--- src/rtl/id_ex_pipe.sv ---
// ID/EX pipeline register: load-use hazard stall plus bubble insertion, and saturating stall/flush counters.
// Latency 1 cycle ID->EX; on a load-use hazard PC and IF/ID hold for one cycle while a bubble enters EX.
module id_ex_pipe #(
  parameter int DATA_W = 64,
  parameter int REG_W  = 5,
  parameter int CNT_W  = 32
) (
  input  logic              clk,
  input  logic              reset,
  input  logic              id_valid,
  input  logic [REG_W-1:0]  id_rn,
  input  logic [REG_W-1:0]  id_rm,
  input  logic              id_uses_rm,
  input  logic [REG_W-1:0]  id_rd,
  input  logic [DATA_W-1:0] id_a,
  input  logic [DATA_W-1:0] id_b,
  input  logic [DATA_W-1:0] id_imm,
  input  logic [8:0]        id_ctrl,
  input  logic              flush,
  output logic              pc_write,
  output logic              if_id_write,
  output logic              stall,
  output logic              ex_valid,
  output logic [REG_W-1:0]  ex_rn,
  output logic [REG_W-1:0]  ex_rm,
  output logic [REG_W-1:0]  ex_rd,
  output logic [DATA_W-1:0] ex_a,
  output logic [DATA_W-1:0] ex_b,
  output logic [DATA_W-1:0] ex_imm,
  output logic [8:0]        ex_ctrl,
  output logic [CNT_W-1:0]  stall_cnt,
  output logic [CNT_W-1:0]  flush_cnt
);

  typedef struct packed {
    logic       reg_write;
    logic       mem_read;
    logic       mem_write;
    logic       mem_to_reg;
    logic       alu_src;
    logic       set_flags;
    logic [2:0] alu_op;
  } ctrl_t;

  localparam logic [REG_W-1:0] XZR = {REG_W{1'b1}};

  ctrl_t ex_ctrl_q;
  logic  hz;
  logic  bubble;

  assign ex_ctrl = ex_ctrl_q;

  // XZR as a load destination is never a real dependency.
  assign hz = ex_valid & ex_ctrl_q.mem_read & (ex_rd != XZR) & id_valid &
              ((ex_rd == id_rn) | (id_uses_rm & (ex_rd == id_rm)));

  assign stall       = hz & ~flush;
  assign pc_write    = ~stall;
  assign if_id_write = ~stall;
  assign bubble      = flush | stall;

  always_ff @(posedge clk or posedge reset) begin
    if (reset) begin
      ex_valid  <= 1'b0;
      ex_rn     <= '0;
      ex_rm     <= '0;
      ex_rd     <= '0;
      ex_a      <= '0;
      ex_b      <= '0;
      ex_imm    <= '0;
      ex_ctrl_q <= '0;
    end else if (bubble) begin
      ex_valid  <= 1'b0;
      ex_rn     <= '0;
      ex_rm     <= '0;
      ex_rd     <= '0;
      ex_a      <= '0;
      ex_b      <= '0;
      ex_imm    <= '0;
      ex_ctrl_q <= '0;
    end else begin
      ex_valid  <= id_valid;
      ex_rn     <= id_rn;
      ex_rm     <= id_rm;
      ex_rd     <= id_rd;
      ex_a      <= id_a;
      ex_b      <= id_b;
      ex_imm    <= id_imm;
      ex_ctrl_q <= id_valid ? ctrl_t'(id_ctrl) : '0;
    end
  end

  // Event counters stick at all-ones rather than wrapping.
  always_ff @(posedge clk or posedge reset) begin
    if (reset) begin
      stall_cnt <= '0;
      flush_cnt <= '0;
    end else begin
      if (stall && (stall_cnt != {CNT_W{1'b1}}))
        stall_cnt <= stall_cnt + CNT_W'(1);
      if (flush && (flush_cnt != {CNT_W{1'b1}}))
        flush_cnt <= flush_cnt + CNT_W'(1);
    end
  end

endmodule

--- config.mk ---
export PLATFORM = sky130hd
export DESIGN_NAME = id_ex_pipe
export DESIGN_NICKNAME = d
export VERILOG_FILES = /design/src/rtl/id_ex_pipe.sv
export SDC_FILE = /design/constraint.sdc
export NUM_CORES = 1
export LEC_CHECK = 0
export ABC_AREA = 0
export BUFFER_PORTS_ARGS = -buffer_cell sky130_fd_sc_hd__buf_2
export CORE_AREA = 2 2 196 198
export DETAILED_ROUTE_END_ITERATION = 8
export DIE_AREA = 0 0 198 200
export GPL_TIMING_DRIVEN = 1
export PLACE_DENSITY = 0.62
export SLEW_MARGIN = 20
export SYNTH_ARGS = -nofsm -noshare
export SYNTH_HDL_FRONTEND = slang
export SYNTH_SLANG_ARGS = --single-unit
--- constraint.sdc ---
create_clock -name clk -period 24 [get_ports clk]
set_input_delay 7.2 -clock clk [delete_from_list [all_inputs] [get_ports clk]]
set_output_delay 7.2 -clock clk [all_outputs]
set_load 0.005 [all_outputs]
==> results.json, run 1 <==
{
  "cts_tree": "yes",
  "vias": 7556,
  "synth_edf_count": 0,
  "critical_path.most_common_cell": "buf_2",
  "postCtsHoldBufs": 0,
  "avgSynthCellArea_um2": 13.22,
  "slew-limit-headroom": 0.3661,
  "drive_gt1_frac": 0.4448,
  "cts-resized-gates": 0,
  "crit_chain": "buf_2 > xnor2_1 > nand3_1 > o22ai_1 > nand2_1 > inv_1 > buf_2",
  "yosys_warnings": 0,
  "drt_pass1_iterations": 4,
  "crit_fanout": 15,
  "grt_usage": 0.1582,
  "routedWlPerCell_um": 17.84,
  "io_pins": 505,
  "fmax_ghz": 0.06158,
  "detail-route-antenna-nets": 0,
  "grt_pass1_vias": 7920,
  "fin_crit_ns": 16.24,
  "core_area_um2": 37400,
  "dp_cells": 1757,
  "clock_latency_ns": 0.57,
  "finalCritPeriodShare": 0.6766,
  "syn_nets": 987,
  "cts_buffers": 31,
  "remaining_drc_errors": 0,
  "drtIter0Drc": 336,
  "antenna_found_initial": 11,
  "post-cts-setup-buffer-count": 0,
  "h-tree-depth": 1,
  "path_class": "input port to primary output",
  "cp-end-kind": "primary output",
  "die_area_um2": 39600,
  "std_cell_rows": 71,
  "ff2ff_setup_slack_ns": 20.80,
  "fp.dieW_um": 198,
  "cts_max_path_buffers": 3,
  "p_leak_nw": 7.735,
  "startpoint_type": "input port",
  "maxCapViolations": 0,
  "slew_viol_final": 0,
  "worst_ep_required_time_ns": 16.80,
  "ys.flop_type": "dfrtp_1",
  "skew_ns": 0.01437,
  "grt_pass1_wl_um": 47250,
  "hpwlAfterDp_um": 24790,
  "nNetsFinal": 1502,
  "ys_seq_elements": 281,
  "dp_slack_ns": 7.738,
  "cts.sinks": 281,
  "synth_cells": 764,
  "fin_ws_ns": 7.762,
  "fin_util": 0.3825,
  "ys_types": 41,
  "synth_area_um2": 10100,
  "wirelength_um": 32460,
  "grt-ovfl-total": 0,
  "crit_slowest_cell": "o22ai_1",
  "portBuffers": 504,
  "initial_core_util": 0.2701,
  "setup_tns_ns": 0,
  "grt_max_degree": 114,
  "worst-slew-pin-transition_ns": 0.9509,
  "die_h_um": 200,
  "worstPathArrival_ns": 9.04,
  "finalHoldWorstSlack_ns": 0.4870,
  "clk_pin_slew_worst_paths_ns": 0.06,
  "hold_violations": 0,
  "rsz0062_at_grt": "false",
  "place.gp.congestion": 0.8747,
  "ys_seq_area_frac": 0.6960,
  "slowest_delay_ns": 0.52,
  "via_per_inst": 4.152,
  "async_flop_share": 1.000,
  "status": "finished, final reports clean",
  "stdcell_count": 1820,
  "area_growth_syn_to_layout_pct": 41.59,
  "clockRootBuffer": "clkbuf_16",
  "hold_path.class": "flip-flop to flip-flop",
  "setup_viol": 0,
  "powerDensity_nw_per_um2": 77.15,
  "ir_drop_uv": 55.23
}
layout make-up:
cell class,count,area (um^2)
multi-input cells,445,2923
well taps,511,639.4
repair buffers,510,2567
diodes,5,12.51
clock inverters,13,177.7
clock buffers,45,908.4
fillers,3700,23090
inverters,10,45.04
flip-flops and latches,281,7032
cell usage after synthesis, types with 2 or more instances:
library cell	number	share of area
and2_1	208	0.13
ha_1	2	0.0025
clkbuf_1	24	0.0089
and3_1	14	0.0087
xnor2_1	32	0.028
nor3_1	21	0.010
nor2_1	21	0.0078
mux2_2	4	0.0045
nor4b_1	2	0.0017
xor2_1	37	0.032
inv_1	10	0.0037
nand3_1	26	0.013
nand4_1	18	0.011
buf_2	2	0.00099
dfrtp_1	281	0.70
nor4_1	9	0.0056
nand2_1	28	0.010
a31oi_1	2	0.0012
state kept, by name, indices dropped and copies added, names as in the netlist:
signal,flops
ex_rn,5
ex_ctrl,9
ex_rd,5
ex_valid,1
ex_b,64
ex_imm,64
stall_cnt,32
ex_a,64
flush_cnt,32
ex_rm,5
per-layer routing:
layer	GRT usage	part of all wire	vias up
met5	0	0.00099	-
met4	0.06099	0.033	6
met3	0.06284	0.087	67
met2	0.2660	0.49	292
met1	0.1816	0.39	3690
li1	-	-	3501
cells by family (layout without fill, tap and decap cells):
group | count (synthesis) | count (layout) | share of synthesized area
AOI/OAI and AO/OA | 8 | 8 | 0.006068
xor gates and xnor gates | 69 | 69 | 0.05981
adders and majority gates | 2 | 2 | 0.002476
buffers and inverters | 38 | 578 | 0.01548
DFF | 281 | 281 | 0.6960
muxes | 4 | 4 | 0.004458
other | 0 | 5 | 0
and+or+nand+nor | 362 | 362 | 0.2157
cell usage in the layout, fill, tap and decap left out, types with 5 or more instances in the layout:
| cell | synthesis | layout |
|---|---|---|
| nor3_1 | 21 | 21 |
| clkbuf_1 | 24 | 6 |
| clkbuf_8 | 0 | 8 |
| dfrtp_1 | 281 | 281 |
| nand4_1 | 18 | 18 |
| nand3_1 | 26 | 26 |
| buf_4 | 1 | 6 |
| and3_1 | 14 | 14 |
| nor2_1 | 21 | 21 |
| clkbuf_16 | 0 | 31 |
| nand2_1 | 28 | 28 |
| xor2_1 | 37 | 37 |
| and2_1 | 208 | 208 |
| nor4_1 | 9 | 9 |
| buf_2 | 2 | 504 |
| xnor2_1 | 32 | 32 |
| clkinv_2 | 0 | 6 |
| diode_2 | 0 | 5 |
| inv_1 | 10 | 9 |
metrics by stage:
step | cell area [um^2] | total power [mW]
floorplan | 10100 | 0.5568
global placement | 13210 | 0.6152
detailed placement | 13210 | 0.6166
CTS | 14290 | 1.124
global route | 14310 | 1.153
finish | 14310 | 1.104
final timing paths:
check,cells past startpoint,endpoint,from
max reg2reg,7,ex_a[63]$_DFF_PP0_,ex_rd[3]$_DFF_PP0_
min in group asynchronous,2,ex_imm[21]$_DFF_PP0_,reset
min reg2reg,1,flush_cnt[24]$_DFFE_PP0P_,flush_cnt[24]$_DFFE_PP0P_
max,7,stall,id_rn[2]
min,1,flush_cnt[24]$_DFFE_PP0P_,flush_cnt[24]$_DFFE_PP0P_
max in group asynchronous,4,ex_rm[1]$_DFF_PP0_,reset
where the power goes:
part | switching, mW | internal, mW | leakage (nW)
combinational | 0.0474 | 0.0457 | 3.55
sequential | 0.0149 | 0.498 | 3.65
clock | 0.193 | 0.305 | 0.537
critical path, delay by kind of cell:
| family | cells | cell delay (ns) |
|---|---|---|
| AND/OR/NAND/NOR | 2 | 0.70 |
| AO/OA/AOI/OAI | 1 | 0.52 |
| buffers and inverters | 3 | 0.46 |
| XOR/XNOR | 1 | 0.14 |
(Power assumes the default switching activity.)
==> run 2: changes to the inputs <==
- CORE_AREA: 2 2 196 198 -> 2 2 197 199
- DIE_AREA: 0 0 198 200 -> 0 0 199 201
- PLACE_DENSITY: 0.62 -> 0.63
- clock period: 24 -> 14 ns (I/O delays scaled with it)
==> results.json, run 2 (synthesized netlist as in run 1, its figures left out) <==
{
  "startpoint_type": "input port",
  "skew_ns": 0.02919,
  "grt_pass1_wl_um": 47180,
  "initial_core_util": 0.2651,
  "hp-start": "flush_cnt[6]$_DFFE_PP0P_",
  "area_growth_syn_to_layout_pct": 41.57,
  "holdPathStages": 1,
  "cts.sinks": 281,
  "fmax_ghz": 0.1008,
  "crit_fanout": 15,
  "fin_crit_ns": 9.918,
  "top_regs": "ex_a x64, ex_b x64, ex_imm x64",
  "powerDensity_nw_per_um2": 132.9,
  "die_area_um2": 40000,
  "final_area_um2": 14300,
  "grt_pass1_vias": 7964,
  "worst-slew-pin-transition_ns": 1.016,
  "postCtsHoldBufs": 0,
  "p_total_mw": 1.902,
  "post-cts-setup-buffer-count": 0,
  "finalHoldWorstSlack_ns": 0.4872,
  "crit_slowest_cell": "o22ai_1",
  "stdcell_count": 1819,
  "hpwlAfterDp_um": 22700,
  "ir_drop_uv": 106.6,
  "io_pins": 505,
  "p_leak_nw": 7.739,
  "std_cell_rows": 72,
  "final_cell_mix": "buf_2, dfrtp_1, and2_1",
  "dp_cells": 1763,
  "clock_latency_ns": 0.59,
  "slowest_delay_ns": 0.56,
  "fin_util": 0.3754,
  "critical_path.most_common_cell": "buf_2",
  "place.gp.congestion": 0.8264,
  "grt_usage": 0.1527,
  "path_class": "input port to primary output",
  "portBuffers": 504,
  "grt-ovfl-total": 0,
  "final.fill_count": 3781,
  "h-tree-depth": 1,
  "rsz0062_at_grt": "false",
  "fin_ws_ns": 4.082,
  "worst_ep_required_time_ns": 9.80,
  "maxCapViolations": 0,
  "die_h_um": 201,
  "finalCritPeriodShare": 0.7084,
  "crit_chain": "buf_2 > xnor2_1 > nand4_1 > o22ai_1 > nand2_1 > buf_4 > inv_1 > buf_2",
  "cts_buffers": 31,
  "clk_pin_slew_worst_paths_ns": 0.06,
  "setup_tns_ns": 0,
  "final_common_cell": "buf_2",
  "fp.dieW_um": 199,
  "grt_max_degree": 140,
  "slew_viol_final": 0,
  "nNetsFinal": 1501,
  "core_area_um2": 38110,
  "worstPathArrival_ns": 5.72,
  "cts_tree": "yes",
  "status": "finished, final reports clean",
  "cp-end-kind": "primary output",
  "via_per_inst": 4.114,
  "hold_path.class": "flip-flop to flip-flop",
  "wirelength_um": 30760,
  "hold_violations": 0,
  "antenna_found_initial": 3,
  "dpl_cell_area_um2": 13210,
  "routedWlPerCell_um": 16.91,
  "drtIter0Drc": 245,
  "dp_slack_ns": 4.117,
  "cts-resized-gates": 0,
  "clockRootBuffer": "clkbuf_16",
  "slew-limit-headroom": 0.3228,
  "ff2ff_setup_slack_ns": 11.23,
  "vias": 7484,
  "reg2reg_depth": 6,
  "reg2reg_to": "stall_cnt[27]$_DFFE_PP0P_",
  "r2r_start": "ex_rd[2]$_DFF_PP0_",
  "cts_max_path_buffers": 3,
  "setup_viol": 0,
  "remaining_drc_errors": 0,
  "drt_pass1_iterations": 4,
  "drive_gt1_frac": 0.4462,
  "min_to": "flush_cnt[6]$_DFFE_PP0P_",
  "detail-route-antenna-nets": 0
}
## run 2: report_power, final
part,switching (mW),total [mW],internal (mW)
combinational,0.0798,0.158,0.0780
clock,0.337,0.866,0.529
sequential,0.0244,0.878,0.854
## run 2: layer usage
metal,vias up,track usage,share of wire
met5,-,0,0.00036
met4,2,0.04318,0.020
met3,53,0.05578,0.094
met2,286,0.2560,0.49
met1,3655,0.1836,0.39
li1,3488,-,-
## run 2: worst max-delay path by stage
stage / start / end / slack, ns / cells past startpoint
after floorplan: reset / ex_a[0]$_DFF_PP0_ / 2.05 / 1
after global placement: id_valid / stall / 4.16 / 8
after detailed placement: id_rm[1] / stall / 4.12 / 8
after CTS: id_rm[1] / stall / 4.08 / 8
after global routing: id_rm[1] / stall / 3.90 / 8
final: id_rm[1] / stall / 4.08 / 8
## run 2: layout make-up
cell class / instances / area, um^2 / share of cell area
antenna: 1 / 2.502 / 0.0001749
clock buffer: 39 / 865.8 / 0.06053
clock inverter: 16 / 227.7 / 0.01592
inverter: 10 / 45.04 / 0.003149
multi-input combinational: 445 / 2923 / 0.2043
sequential: 281 / 7032 / 0.4916
tap: 518 / 648.1 / 0.04531
timing repair buffer: 509 / 2560 / 0.1790
## run 2: critical path, delay by kind of cell
| family | cells | cell delay, ns |
|---|---|---|
| buffers and inverters | 4 | 0.57 |
| AOI/OAI and AO/OA | 1 | 0.56 |
| and+or+nand+nor | 2 | 0.23 |
| xor gates and xnor gates | 1 | 0.15 |
